<file path="src/rtl/nf_uart_pkg.sv">
// nf_uart_pkg: shared UART types and line levels.
// Used by the transmitter now and the receiver later.
package nf_uart_pkg;

    typedef enum logic [2:0] {
        IDLE,
        START,
        DATA,
        PARITY,
        STOP
    } uart_tx_st_t;

    localparam logic UART_IDLE_LVL  = 1'b1;
    localparam logic UART_START_LVL = 1'b0;

endpackage

</file>
<file path="src/rtl/nf_sync_fifo.sv">
// nf_sync_fifo: single-clock FIFO, W bits x DEPTH (power of 2).
// Ports: push/wdata, pop/rdata (show-ahead head), full, empty, count.
module nf_sync_fifo #(
    parameter int W     = 8,
    parameter int DEPTH = 4,
    parameter int AW    = $clog2(DEPTH),
    parameter int NW    = $clog2(DEPTH) + 1
) (
    input  logic          clk,
    input  logic          resetn,
    input  logic          push,
    input  logic [W-1:0]  wdata,
    input  logic          pop,
    output logic [W-1:0]  rdata,
    output logic          full,
    output logic          empty,
    output logic [NW-1:0] count
);

    logic [W-1:0]  mem [DEPTH];
    logic [AW-1:0] wptr_q, wptr_d;
    logic [AW-1:0] rptr_q, rptr_d;
    logic [NW-1:0] count_q, count_d;
    logic          do_push;
    logic          do_pop;

    // full is taken from the registered count, so a push into a
    // full FIFO is refused even if a pop happens in the same cycle
    assign full    = (count_q == NW'(DEPTH));
    assign empty   = (count_q == '0);
    assign do_push = push && !full;
    assign do_pop  = pop && !empty;
    assign rdata   = mem[rptr_q];
    assign count   = count_q;

    always_comb begin
        wptr_d  = wptr_q;
        rptr_d  = rptr_q;
        count_d = count_q;
        if (do_push) begin
            wptr_d = wptr_q + AW'(1);
        end
        if (do_pop) begin
            rptr_d = rptr_q + AW'(1);
        end
        if (do_push && !do_pop) begin
            count_d = count_q + NW'(1);
        end else if (!do_push && do_pop) begin
            count_d = count_q - NW'(1);
        end
    end

    always_ff @(posedge clk) begin
        if (do_push) begin
            mem[wptr_q] <= wdata;
        end
    end

    always_ff @(posedge clk or posedge resetn) begin
        if (resetn) begin
            wptr_q  <= '0;
            rptr_q  <= '0;
            count_q <= '0;
        end else begin
            wptr_q  <= wptr_d;
            rptr_q  <= rptr_d;
            count_q <= count_d;
        end
    end

endmodule

</file>
<file path="src/rtl/nf_uart_tx_param.sv">
// nf_uart_tx_param: FIFO-buffered UART transmitter, DW data bits,
// optional parity, 1/2 stop bits. Ports: req/tx_data in, req_ack/ovf,
// full/empty/count, busy/tx_done status, uart_tx serial line.
module nf_uart_tx_param
    import nf_uart_pkg::*;
#(
    parameter int DW    = 8,
    parameter int DEPTH = 4,
    parameter int CW    = 16
) (
    input  logic                       clk,
    input  logic                       resetn,
    input  logic                       tr_en,
    input  logic [CW-1:0]              comp,
    input  logic                       par_en,
    input  logic                       par_odd,
    input  logic                       stop2,
    input  logic [DW-1:0]              tx_data,
    input  logic                       req,
    output logic                       req_ack,
    output logic                       ovf,
    output logic                       full,
    output logic                       empty,
    output logic [$clog2(DEPTH):0]     count,
    output logic                       busy,
    output logic                       tx_done,
    output logic                       uart_tx
);

    localparam int BW = $clog2(DW);

    uart_tx_st_t   state_q, state_d;
    logic [CW-1:0] baud_q, baud_d;
    logic [BW-1:0] bit_q, bit_d;
    logic [DW-1:0] sh_q, sh_d;
    logic          par_en_q, par_en_d;
    logic          stop2_q, stop2_d;
    logic          par_bit_q, par_bit_d;
    logic          tx_q, tx_d;
    logic          done_q, done_d;
    logic          busy_q, busy_d;
    logic          ack_q, ovf_q;

    logic [DW-1:0] head;
    logic [CW-1:0] comp_m1;
    logic          bit_end;
    logic          can_start;
    logic          load;

    nf_sync_fifo #(
        .W     (DW),
        .DEPTH (DEPTH)
    ) u_fifo (
        .clk    (clk),
        .resetn (resetn),
        .push   (req),
        .wdata  (tx_data),
        .pop    (load),
        .rdata  (head),
        .full   (full),
        .empty  (empty),
        .count  (count)
    );

    // comp of 0 behaves as 1: every cycle is a bit boundary
    assign comp_m1   = (comp == '0) ? '0 : comp - CW'(1);
    assign bit_end   = (baud_q >= comp_m1);
    assign can_start = tr_en && !empty;

    always_comb begin
        state_d   = state_q;
        baud_d    = bit_end ? '0 : baud_q + CW'(1);
        bit_d     = bit_q;
        sh_d      = sh_q;
        par_en_d  = par_en_q;
        stop2_d   = stop2_q;
        par_bit_d = par_bit_q;
        tx_d      = tx_q;
        done_d    = 1'b0;
        load      = 1'b0;

        unique case (state_q)
            IDLE: begin
                baud_d = '0;
                load   = can_start;
            end
            START: begin
                if (bit_end) begin
                    state_d = DATA;
                    tx_d    = sh_q[0];
                    bit_d   = '0;
                end
            end
            DATA: begin
                if (bit_end) begin
                    if (bit_q == BW'(DW - 1)) begin
                        bit_d = '0;
                        if (par_en_q) begin
                            state_d = PARITY;
                            tx_d    = par_bit_q;
                        end else begin
                            state_d = STOP;
                            tx_d    = UART_IDLE_LVL;
                        end
                    end else begin
                        sh_d  = sh_q >> 1;
                        tx_d  = sh_q[1];
                        bit_d = bit_q + BW'(1);
                    end
                end
            end
            PARITY: begin
                if (bit_end) begin
                    state_d = STOP;
                    tx_d    = UART_IDLE_LVL;
                    bit_d   = '0;
                end
            end
            STOP: begin
                if (bit_end) begin
                    if (stop2_q && bit_q == '0) begin
                        bit_d = BW'(1);
                    end else begin
                        done_d  = 1'b1;
                        state_d = IDLE;
                        tx_d    = UART_IDLE_LVL;
                        // chain straight into the next frame
                        load    = can_start;
                    end
                end
            end
            default: begin
                state_d = IDLE;
                tx_d    = UART_IDLE_LVL;
            end
        endcase

        if (load) begin
            state_d   = START;
            tx_d      = UART_START_LVL;
            baud_d    = '0;
            bit_d     = '0;
            sh_d      = head;
            par_en_d  = par_en;
            stop2_d   = stop2;
            par_bit_d = (^head) ^ par_odd;
        end
    end

    assign busy_d = (state_d != IDLE);

    always_ff @(posedge clk or posedge resetn) begin
        if (resetn) begin
            state_q   <= IDLE;
            baud_q    <= '0;
            bit_q     <= '0;
            sh_q      <= '0;
            par_en_q  <= 1'b0;
            stop2_q   <= 1'b0;
            par_bit_q <= 1'b0;
            tx_q      <= UART_IDLE_LVL;
            done_q    <= 1'b0;
            busy_q    <= 1'b0;
            ack_q     <= 1'b0;
            ovf_q     <= 1'b0;
        end else begin
            state_q   <= state_d;
            baud_q    <= baud_d;
            bit_q     <= bit_d;
            sh_q      <= sh_d;
            par_en_q  <= par_en_d;
            stop2_q   <= stop2_d;
            par_bit_q <= par_bit_d;
            tx_q      <= tx_d;
            done_q    <= done_d;
            busy_q    <= busy_d;
            ack_q     <= req && !full;
            ovf_q     <= req && full;
        end
    end

    assign req_ack = ack_q;
    assign ovf     = ovf_q;
    assign busy    = busy_q;
    assign tx_done = done_q;
    assign uart_tx = tx_q;

endmodule

</file>
<file path="config.mk">
export PLATFORM = sky130hd
export DESIGN_NAME = nf_uart_tx_param
export DESIGN_NICKNAME = d
export VERILOG_FILES = /design/src/rtl/nf_uart_pkg.sv /design/src/rtl/nf_sync_fifo.sv /design/src/rtl/nf_uart_tx_param.sv
export SDC_FILE = /design/constraint.sdc
export NUM_CORES = 1
export LEC_CHECK = 0
export CAP_MARGIN = 40
export CELL_PAD_IN_SITES_DETAIL_PLACEMENT = 1
export CELL_PAD_IN_SITES_GLOBAL_PLACEMENT = 2
export CORE_MARGIN = 2
export CORE_UTILIZATION = 33
export CTS_CLUSTER_DIAMETER = 30
export CTS_CLUSTER_SIZE = 14
export DETAILED_ROUTE_END_ITERATION = 7
export PLACE_DENSITY = 0.74
export SKIP_LAST_GASP = 1
export SLEW_MARGIN = 20
export SYNTH_ARGS = -nofsm -noshare
export SYNTH_HDL_FRONTEND = slang
export SYNTH_SLANG_ARGS = --single-unit
</file>
<file path="constraint.sdc">
create_clock -name clk -period 3.3 [get_ports clk]
set_input_delay 0.66 -clock clk [delete_from_list [all_inputs] [get_ports clk]]
set_output_delay 0.66 -clock clk [all_outputs]
set_load 0.005 [all_outputs]
</file>
After elaboration in Yosys (flattened, before gate mapping)
Memories as Yosys holds them, arrays and structs flattened.
Cells that the tools add are included.

word-level totals
  word-level logic and storage cells = 108
  bits in writable memories = 32
  output and inout bits = 10
  memories = 1
  input port bits = 31
  flip-flop bits (word level) = 45

memories
  name        depth  bits a word  read ports  clocked after Yosys merged registers in  write ports  line                text
  u_fifo.mem  4      8            1           0                                        1            nf_sync_fifo.sv:20  logic [W-1:0] mem [DEPTH];

cells by class
  equality and inequality tests = 15
  add/sub/neg operators = 7
  $lt $le $gt $ge = 1
  mux-type cells = 43
  reduce and logical (&&, ||, !) cells = 25
  bitwise operators = 1

operators by type and width
  cell                                                    count
  2-to-1 mux 16 bit                                       4
  2-to-1 mux 3 bit                                        16
  2-to-1 mux 8 bit                                        4
  inequality test 3 x 2 -> 1 bit (second input constant)  6
  adder 16 x 1 -> 16 bit (second input constant)          1
  greater-or-equal comparator 16 bit                      1
  zero test 16 bit                                        1
  subtractor 16 x 1 -> 16 bit (second input constant)     1
  2-to-1 mux 1 bit                                        15
  case mux 3 bit (5 select lines)                         1
  equality test 3 bit (second input constant)             3
  zero test 3 bit                                         3
  case mux 3 bit (3 select lines)                         1
  parity 8 bit                                            1
  logical AND 1 bit                                       7
  adder 3 x 1 -> 3 bit (second input constant)            2
  equality test 3 x 2 -> 1 bit (second input constant)    2
  AND reduction 6 bit                                     1
  nonzero test 2 bit                                      3
  case mux 1 bit (5 select lines)                         1
  AND reduction 5 bit                                     1
  adder 2 x 1 -> 2 bit (second input constant)            2
  zero test 1 bit                                         4
  inequality test 2 x 1 -> 1 bit (second input constant)  2
  other kinds (9)                                         9

Longest topological paths before layout
Gate-level depths: netlist of the first run.

  depth in word-level cells = 10
  depth in mapped cells = 22
  mapped depth without buffers = 19

Cells and area by module
Synthesis of the first run repeated with hierarchy kept, for this count alone.

unflattened totals
  cells, all modules = 364
  area, all modules = 4209.0 um^2

by module, submodules not included
  module            area an instance (um^2)  sequential area each (um^2)  cells each  instances
  nf_uart_tx_param  2616.3                   952.2                        286         1
  nf_sync_fifo      1592.8                   1136.1                       78          1

Worst setup path before layout of the first run
OpenSTA, ideal clock, no wires.

  kind = input-to-reg
  from = in comp[6]
  to = reg u_fifo.count_q[1] (netlist: u_fifo.count[1])
  required time = 3.175 ns
  setup slack = -1.318 ns
  buffers on the path = 1
  arrival time = 4.494 ns
  stages on the path = 18
  setup time = 0.125 ns
  cell sequence = or4_1 -> nor4_1 -> nand2b_1 -> nor2_1 -> nand3_1 -> nor3_1 -> a21oi_1 -> ha_1 -> nand4_2 -> nor4_4 -> a211oi_1 -> a21oi_1 -> inv_1 -> clkbuf_1 -> ha_1 -> inv_1 -> fa_1 -> mux2_2

between the ends
  word-level cells in the longest chain between the ends = 9
  elaborated cells on any way between the ends = 12
  classes of those cells = add/sub: 1; order compare: 1; mux: 4; reduce/logical: 6

RTL lines
  element                                                                 line                     text
  from (decl)                                                             nf_uart_tx_param.sv:14   input logic [CW-1:0] comp,
  subtractor 16 x 1 -> 16 bit / zero test 16 bit (equally long branches)  nf_uart_tx_param.sv:66   assign comp_m1 = (comp == '0) ? '0 : comp - CW'(1);
  2-to-1 mux 16 bit (*)                                                   nf_uart_tx_param.sv:66
  greater-or-equal comparator 16 bit (*)                                  nf_uart_tx_param.sv:67   assign bit_end = (baud_q >= comp_m1);
  2-to-1 mux 1 bit (*)                                                    nf_uart_tx_param.sv:120  if (bit_end) begin
  case mux 1 bit (2 select lines) (*)                                     nf_uart_tx_param.sv:82   unique case (state_q)
  logical AND 1 bit (*)                                                   nf_sync_fifo.sv:32       assign do_pop = pop && !empty;
  zero test 1 bit (*)                                                     nf_sync_fifo.sv:46       if (do_push && !do_pop) begin
  logical AND 1 bit (*)                                                   nf_sync_fifo.sv:46
  2-to-1 mux 3 bit (*)                                                    nf_sync_fifo.sv:46
  via u_fifo.count_d[1]                                                   nf_sync_fifo.sv:23       logic [NW-1:0] count_q, count_d;
  to (signal assigned)                                                    nf_sync_fifo.sv:67       count_q <= count_d;
  to (decl)                                                               nf_sync_fifo.sv:23

Mark *: on every way through the listed nets, which the timed path passes. The rest lies on a longest branch.
A chain may end at the register's enable or synchronous reset.

Worst setup path in the final report of the first run
  from = in comp[3]
  to = reg u_fifo.count_q[1] (netlist: u_fifo.count[1])

Same word-level chain as after synthesis.

==> flow_summary_export.csv, run 1 <==
group,metric,value,unit
clock_network,cts_tree,"done",
clock_network,cts_buffers,9,
sta,finalSetupTns,-16.21,ns
worst_setup_path,rr_startpoint,"baud_q[11]$_DFF_PP0_",
routing,drt-met1-wl,4720,µm
layout,antenna_cells,0,
yosys,synth_area_leaders,"dfrtp_1 (27%), edfxtp_1 (23%), ha_1 (8.1%)",
floorplan,coreArea,12200,µm²
worst_setup_path,ff2ff_setup_slack,0.59,ns
worst_setup_path,rr_worst_depth,11,
yosys,async_flop_share,58.4,%
routing,wl_met3,297,µm
clock_network,clk_pin_slew,0.06,ns
grt,grt_pass1_wl,16500,µm
yosys,ys_seq_elements,77,
layout,drive_gt1_share,38.8,%
floorplan,dieArea,13500,µm²
clock_network,cts_root_buffer,"clkbuf_16",
yosys,synth_edf_count,32,
worst_setup_path,crit_start,"comp[3]",
yosys,syn_area_per_cell,11.3,µm²
routing,via_count,3220,
grt,grt_max_degree,31,
place,numPortBuffers,40,
grt,gr-total-overflow,0,
yosys,syn-num-nets,427,
sta,fin_crit,3.95,ns
worst_setup_path,reg2reg_to,"u_fifo.count[1]$_DFFE_PP0P_",
floorplan,start_util,34.1,%
worst_setup_path,cp_max_fo,5,
yosys,synth_cell_types,50,
worst_setup_path,cp.required,3.52,ns
place,placedInstanceArea,5190,µm²
sta,period_share,120,%
power,power.density,618,nW/µm²
clock_network,clock_latency,0.34,ns
layout,area_growth,51.2,%
sta,slew_viol_final,0,
outcome,status,"complete, but fails checks",
floorplan,ios,41,
clock_network,cts_hold_buf,0,
min_path,min_path_type,"reg2reg",
floorplan,die_h,116,µm
place,gp_congestion,0.766,
sta,hold_violations,0,
yosys,synth_area_leader_cell,"dfrtp_1",
routing,wl_per_cell,17.0,µm
yosys,synthCells,368,
sta,tightest_slew,0.708,ns
sta,setup_viol,41,
worst_setup_path,endpoint,"u_fifo.count[1]$_DFFE_PP0P_",
worst_setup_path,critPathLaunchType,"input port",
sta,grt_setup_unrepaired,"true",
layout,fin_area,6280,µm²
place,place_ws,-1.43,ns
floorplan,row_count,40,
yosys,yosysTopAreaCellShare,26.5,%
outcome,failed_checks,"setup timing",
yosys,synth_flop_cell,"dfrtp_1",
worst_setup_path,endpoint_kind,"register",
sta,setup_ws,-0.654,ns
layout,fillers,1256,
power,power_leakage,2.52,nW
yosys,syn-cell-area,4150,µm²
yosys,yosysWarnings,0,
routing,via_per_inst,4.95,
clock_network,htreeDepth,3,
flow_run,maxCapViolations,0,
routing,finalWirelength,11100,µm
power,total_power,3.88,mW
grt,grt_usage,15.8,%
routing,top_layer,"met4",
routing,first_pass_iters,4,
floorplan,die_w,116,µm
yosys,yosysSeqAreaShare,50.3,%
routing,dr_wl_met2,5820,µm
sta,max_slew_margin,52.4,%
sta,whs,0.501,ns
place,dp_hpwl,6950,µm
clock_network,cts_buffer_depth,2,
grt,grt_pass1_vias,3408,
worst_setup_path,critPathKind,"in2reg",
routing,postRouteAntennaNets,0,
routing,first_iter_violations,76,
clock_network,numClockSinks,77,
worst_setup_path,cp.arrival,4.17,ns
routing,drc,0,
grt,antenna_found_initial,0,
layout,nets,536,
power,peakVddDrop,0.370,mV
sta,fmax,253,MHz
sta,fin_worst_skew,0.00722,ns
## cells by family (layout without fill, tap and decap cells)
family	after synthesis	count (layout)	synth area share [%]
simple gates	123	123	14.5
flops	77	77	50.3
compound gates	53	53	8.47
xor+xnor	40	40	8.44
fa+ha+maj	28	28	8.62
buf+inv	28	142	2.59
mux	19	19	7.08
## cell usage after synthesis, types with 2 or more instances
cell type / count
mux2_2: 3
mux2i_1: 8
nand2_1: 34
inv_1: 15
and2_0: 2
nand4_1: 3
o21ai_0: 7
nor4_1: 3
o221ai_1: 2
nand3_1: 9
a21oi_1: 23
dfrtp_1: 44
edfxtp_1: 32
nor3_1: 8
nor2_1: 36
ha_1: 27
o21ai_1: 3
and3_1: 7
a22o_1: 4
nand2b_1: 6
nor3b_1: 2
mux4_2: 8
clkbuf_1: 11
buf_2: 2
xor2_1: 22
and2_1: 5
a211oi_1: 2
xnor2_1: 18
## worst max-delay path: stages
cell	delay, ns
dlygate4sd2_1	0.26
nor3_2	0.18
buf_4	0.15
nand3b_1	0.24
nor3_2	0.21
xor2_1	0.27
nand2_4	0.09
ha_4	0.26
nand4_1	0.19
buf_4	0.20
o221ai_2	0.15
nand2b_1	0.14
a21oi_4	0.19
inv_2	0.07
ha_4	0.16
inv_2	0.05
fa_2	0.42
mux2_4	0.28
## stage by stage
stage / utilization (%) / instances
final: 51.6 / 650
after global routing: 51.6 / 650
after CTS: 47.2 / 634
after detailed placement: 42.7 / 610
after global placement: 42.5 / 609
after floorplan: - / 368
## where the power goes
part	switching [mW]	internal (mW)
Combinational	0.679	0.768
Clock	0.422	0.525
Sequential	0.233	1.25
## area by class of cell
cell class	instances	area, µm²	share of cell area, %
Multi-Input combinational cell	263	2580	41.1
Sequential cell	77	2090	33.3
Timing Repair Buffer	111	1060	16.9
Clock buffer	9	225	3.59
Tap cell	168	210	3.35
Clock inverter	7	61.3	0.976
Inverter	15	56.3	0.897
## worst min path at each step
stage	from	to	slack [ns]	depth (start not counted)
CTS	par_bit_q$_DFFE_PP0N_	par_bit_q$_DFFE_PP0N_	0.50	2
global route	par_bit_q$_DFFE_PP0N_	par_bit_q$_DFFE_PP0N_	0.53	2
detailed placement	par_bit_q$_DFFE_PP0N_	par_bit_q$_DFFE_PP0N_	0.48	2
global placement	par_bit_q$_DFFE_PP0N_	par_bit_q$_DFFE_PP0N_	0.48	2
finish	par_bit_q$_DFFE_PP0N_	par_bit_q$_DFFE_PP0N_	0.50	2
floorplan	par_bit_q$_DFFE_PP0N_	par_bit_q$_DFFE_PP0N_	0.45	2
## registers in the layout, summed over array words and instances, names as in the netlist, 2 cells and up
name,flops
bit_q,3
u_fifo.mem,32
state_q,3
u_fifo.wptr_q,2
baud_q,16
u_fifo.rptr_q,2
sh_q,8
u_fifo.count,3
## layer usage
metal  up-vias  global-route usage, %
li1       1527                      -
met1      1625                   19.2
met2        52                   28.3
met3        16                   2.59
met4         0                   5.71
met5         -                      0
## cells in the final DEF, fill, tap and decap left out, types with 6 or more instances in the layout
master | Yosys | final
buf_6 | 0 | 15
clkdlybuf4s50_1 | 0 | 30
a21oi_2 | 1 | 7
clkbuf_16 | 0 | 9
mux2i_1 | 8 | 8
mux4_2 | 8 | 8
ha_1 | 27 | 16
and3_1 | 7 | 7
xor2_1 | 22 | 22
nand2_1 | 34 | 24
ha_4 | 0 | 10
nand2_4 | 0 | 9
inv_1 | 15 | 11
dfrtp_1 | 44 | 44
nand3_1 | 9 | 8
nor2_1 | 36 | 26
a21oi_4 | 0 | 6
a21oi_1 | 23 | 11
xnor2_1 | 18 | 16
edfxtp_1 | 32 | 32
nor2_4 | 0 | 9
buf_4 | 0 | 51
## timing repair
| action | 4_1_cts | 5_1_grt |
|---|---|---|
| pin swaps | 35 | 38 |
| endpoints found under the hold margin | 0 | 0 |
| setup buffers | 6 | 19 |
| gates resized for setup | 63 | 85 |
| gates cloned | 2 | 0 |
| endpoints found under the setup margin | 41 | 41 |
Note: power is estimated with default switching activity, not from simulation.
==> run 2, diff against run 1 <==
==> constraint.sdc (replaced) <==
create_clock -name clk -period 4.9 [get_ports clk]
set_input_delay 0.98 -clock clk [delete_from_list [all_inputs] [get_ports clk]]
set_output_delay 0.98 -clock clk [all_outputs]
set_load 0.005 [all_outputs]
==> flow_summary_export.csv, run 2 (synthesis gave the netlist of run 1 again) <==
group,metric,value,unit
sta,whs,0.511,ns
place,gp_congestion,0.777,
worst_setup_path,cp_max_fo,3,
outcome,status,"completed",
layout,reg.largest.list,"u_fifo.mem x32, baud_q x16, sh_q x8",
power,swShare,32.7,%
worst_setup_path,cp.arrival,4.92,ns
grt,grt_usage,15.4,%
sta,hold_violations,0,
clock_network,numClockSinks,77,
sta,slew_viol_final,0,
clock_network,cts_setup_buffers,0,
routing,first_pass_iters,4,
clock_network,cts_buffer_depth,2,
worst_setup_path,critPathLaunchType,"input port",
sta,fin_worst_skew,0.00837,ns
sta,setup_viol,0,
floorplan,die_h,116,µm
layout,fin_area,5230,µm²
clock_network,cts_buffers,9,
clock_network,cts_root_buffer,"clkbuf_16",
grt,grt_pass1_vias,3187,
worst_setup_path,endpoint_kind,"register",
layout,drive_gt1_share,14.8,%
routing,via_per_inst,4.87,
sta,fmax,213,MHz
power,p_switching,0.782,mW
place,dp_hpwl,7030,µm
sta,grt_setup_unrepaired,"true",
layout,multiInputGateArea,1980,µm²
min_path,min_path_type,"reg2reg",
layout,largest_register_ff_count,32,
routing,first_iter_violations,104,
floorplan,coreArea,12200,µm²
layout,fin_util,43.0,%
power,power.density,457,nW/µm²
grt,antenna_found_initial,0,
clock_network,cts_tree,"done",
sta,max_slew_margin,59.9,%
sta,fin_crit,4.69,ns
layout,nets,492,
sta,tightest_slew,0.601,ns
clock_network,clk_pin_slew,0.06,ns
floorplan,die_w,116,µm
place,numPortBuffers,40,
power,pwr-share-clk,25.8,%
grt,gr-total-overflow,0,
power,internal-power,1.61,mW
worst_setup_path,critPathKind,"in2reg",
layout,final_common_cell,"dfrtp_1",
flow_run,maxCapViolations,0,
worst_setup_path,worst_path_max_delay_cell,"or4_1",
sta,period_share,95.6,%
routing,postRouteAntennaNets,0,
power,peakVddDrop,0.252,mV
layout,area_growth,26.0,%
floorplan,start_util,34.1,%
floorplan,ios,41,
grt,grt_max_degree,33,
worst_setup_path,cp_cell_sequence,"clkdlybuf4s50_1 -> or4_1 -> nor4_4 -> nand2b_1 -> nor2_2 -> nand3_1 -> nor3_1 -> a21oi_1 -> ha_1 -> nand4_2 -> nor4_4 -> a211oi_2 -> a21oi_2 -> inv_1 -> ha_1 -> inv_1 -> fa_1 -> mux2_2",
place,placedInstanceArea,4930,µm²
clock_network,clock_latency,0.34,ns
power,power_frac_comb,32.9,%
power,p_seq_share,41.4,%
power,power_leakage,2.14,nW
worst_setup_path,ff2ff_setup_slack,2.14,ns
layout,regMostFlops,"u_fifo.mem",
clock_network,htreeDepth,3,
layout,regArea,2090,µm²
worst_setup_path,slowest_delay,0.58,ns
grt,grt_pass1_wl,15900,µm
layout,final_cell_mix,"dfrtp_1 (44), clkdlybuf4s50_1 (40), nor2_1 (35), nand2_1 (33), edfxtp_1 (32)",
routing,via_count,2951,
power,total_power,2.39,mW
floorplan,dieArea,13500,µm²
layout,fillers,1315,
worst_setup_path,cp.required,5.13,ns
routing,wl_per_cell,15.6,µm
routing,drc,0,
floorplan,row_count,40,
layout,antenna_cells,0,
routing,finalWirelength,9430,µm
[run 2: stage by stage]
stage	std cells	setup slack, ns	TNS, ns
floorplan	368	0.0524	0
global placement	589	-0.205	-0.375
detailed placement	590	-0.352	-0.857
CTS	606	0.0739	0
global route	606	-0.0379	-0.0379
finish	606	0.214	0
[run 2: per-layer routing]
metal / vias up / global-route usage (%) / wire length (µm)
li1: 1436 / - / -
met5: - / 0 / 0
met3: 12 / 4.15 / 271
met2: 27 / 26.1 / 4630
met1: 1476 / 19.4 / 4420
met4: 0 / 4.21 / 102
[run 2: layout make-up]
class / count / area share [%]
clock buffer: 10 / 4.38
clock inverter: 6 / 0.909
inverter: 15 / 1.08
multi-input combinational: 263 / 37.9
sequential: 77 / 39.9
tap: 168 / 4.02
timing repair buffer: 67 / 11.8
[run 2: worst paths after layout]
kind	depth (start not counted)	endpoint	from
hold reg to reg	2	par_bit_q$_DFFE_PP0N_	par_bit_q$_DFFE_PP0N_
setup reg to reg	10	u_fifo.count[1]$_DFFE_PP0P_	baud_q[9]$_DFF_PP0_
max in group asynchronous	3	u_fifo.wptr_q[0]$_DFFE_PP0P_	resetn
min in group asynchronous	2	baud_q[15]$_DFF_PP0_	resetn
setup / recovery	18	u_fifo.count[1]$_DFFE_PP0P_	comp[7]
hold / removal	2	par_bit_q$_DFFE_PP0N_	par_bit_q$_DFFE_PP0N_
[run 2: repair_timing]
action / in CTS / in global routing
pin swaps: 0 / 3
resized for setup: 1 / 4
setup endpoints to repair: 1 / 3
hold buffers: 0 / 0
[run 2: power by group through the flow]
stage / Combinational, mW / Sequential [mW] / Clock, mW
after floorplan: 0.590 / 0.928 / 0
after global placement: 0.769 / 0.997 / 0
after detailed placement: 0.798 / 1.01 / 0
after CTS: 0.805 / 0.997 / 0.630
after global routing: 0.888 / 1.02 / 0.656
final: 0.786 / 0.990 / 0.616
[run 2: worst max-delay path: cells and delay by family]
| family | cells | cell delay, ns |
|---|---|---|
| AOI/OAI and AO/OA | 3 | 0.40 |
| buffers and inverters | 3 | 0.58 |
| and+or+nand+nor | 8 | 1.74 |
| muxes | 1 | 0.27 |
| adders and majority gates | 3 | 0.94 |
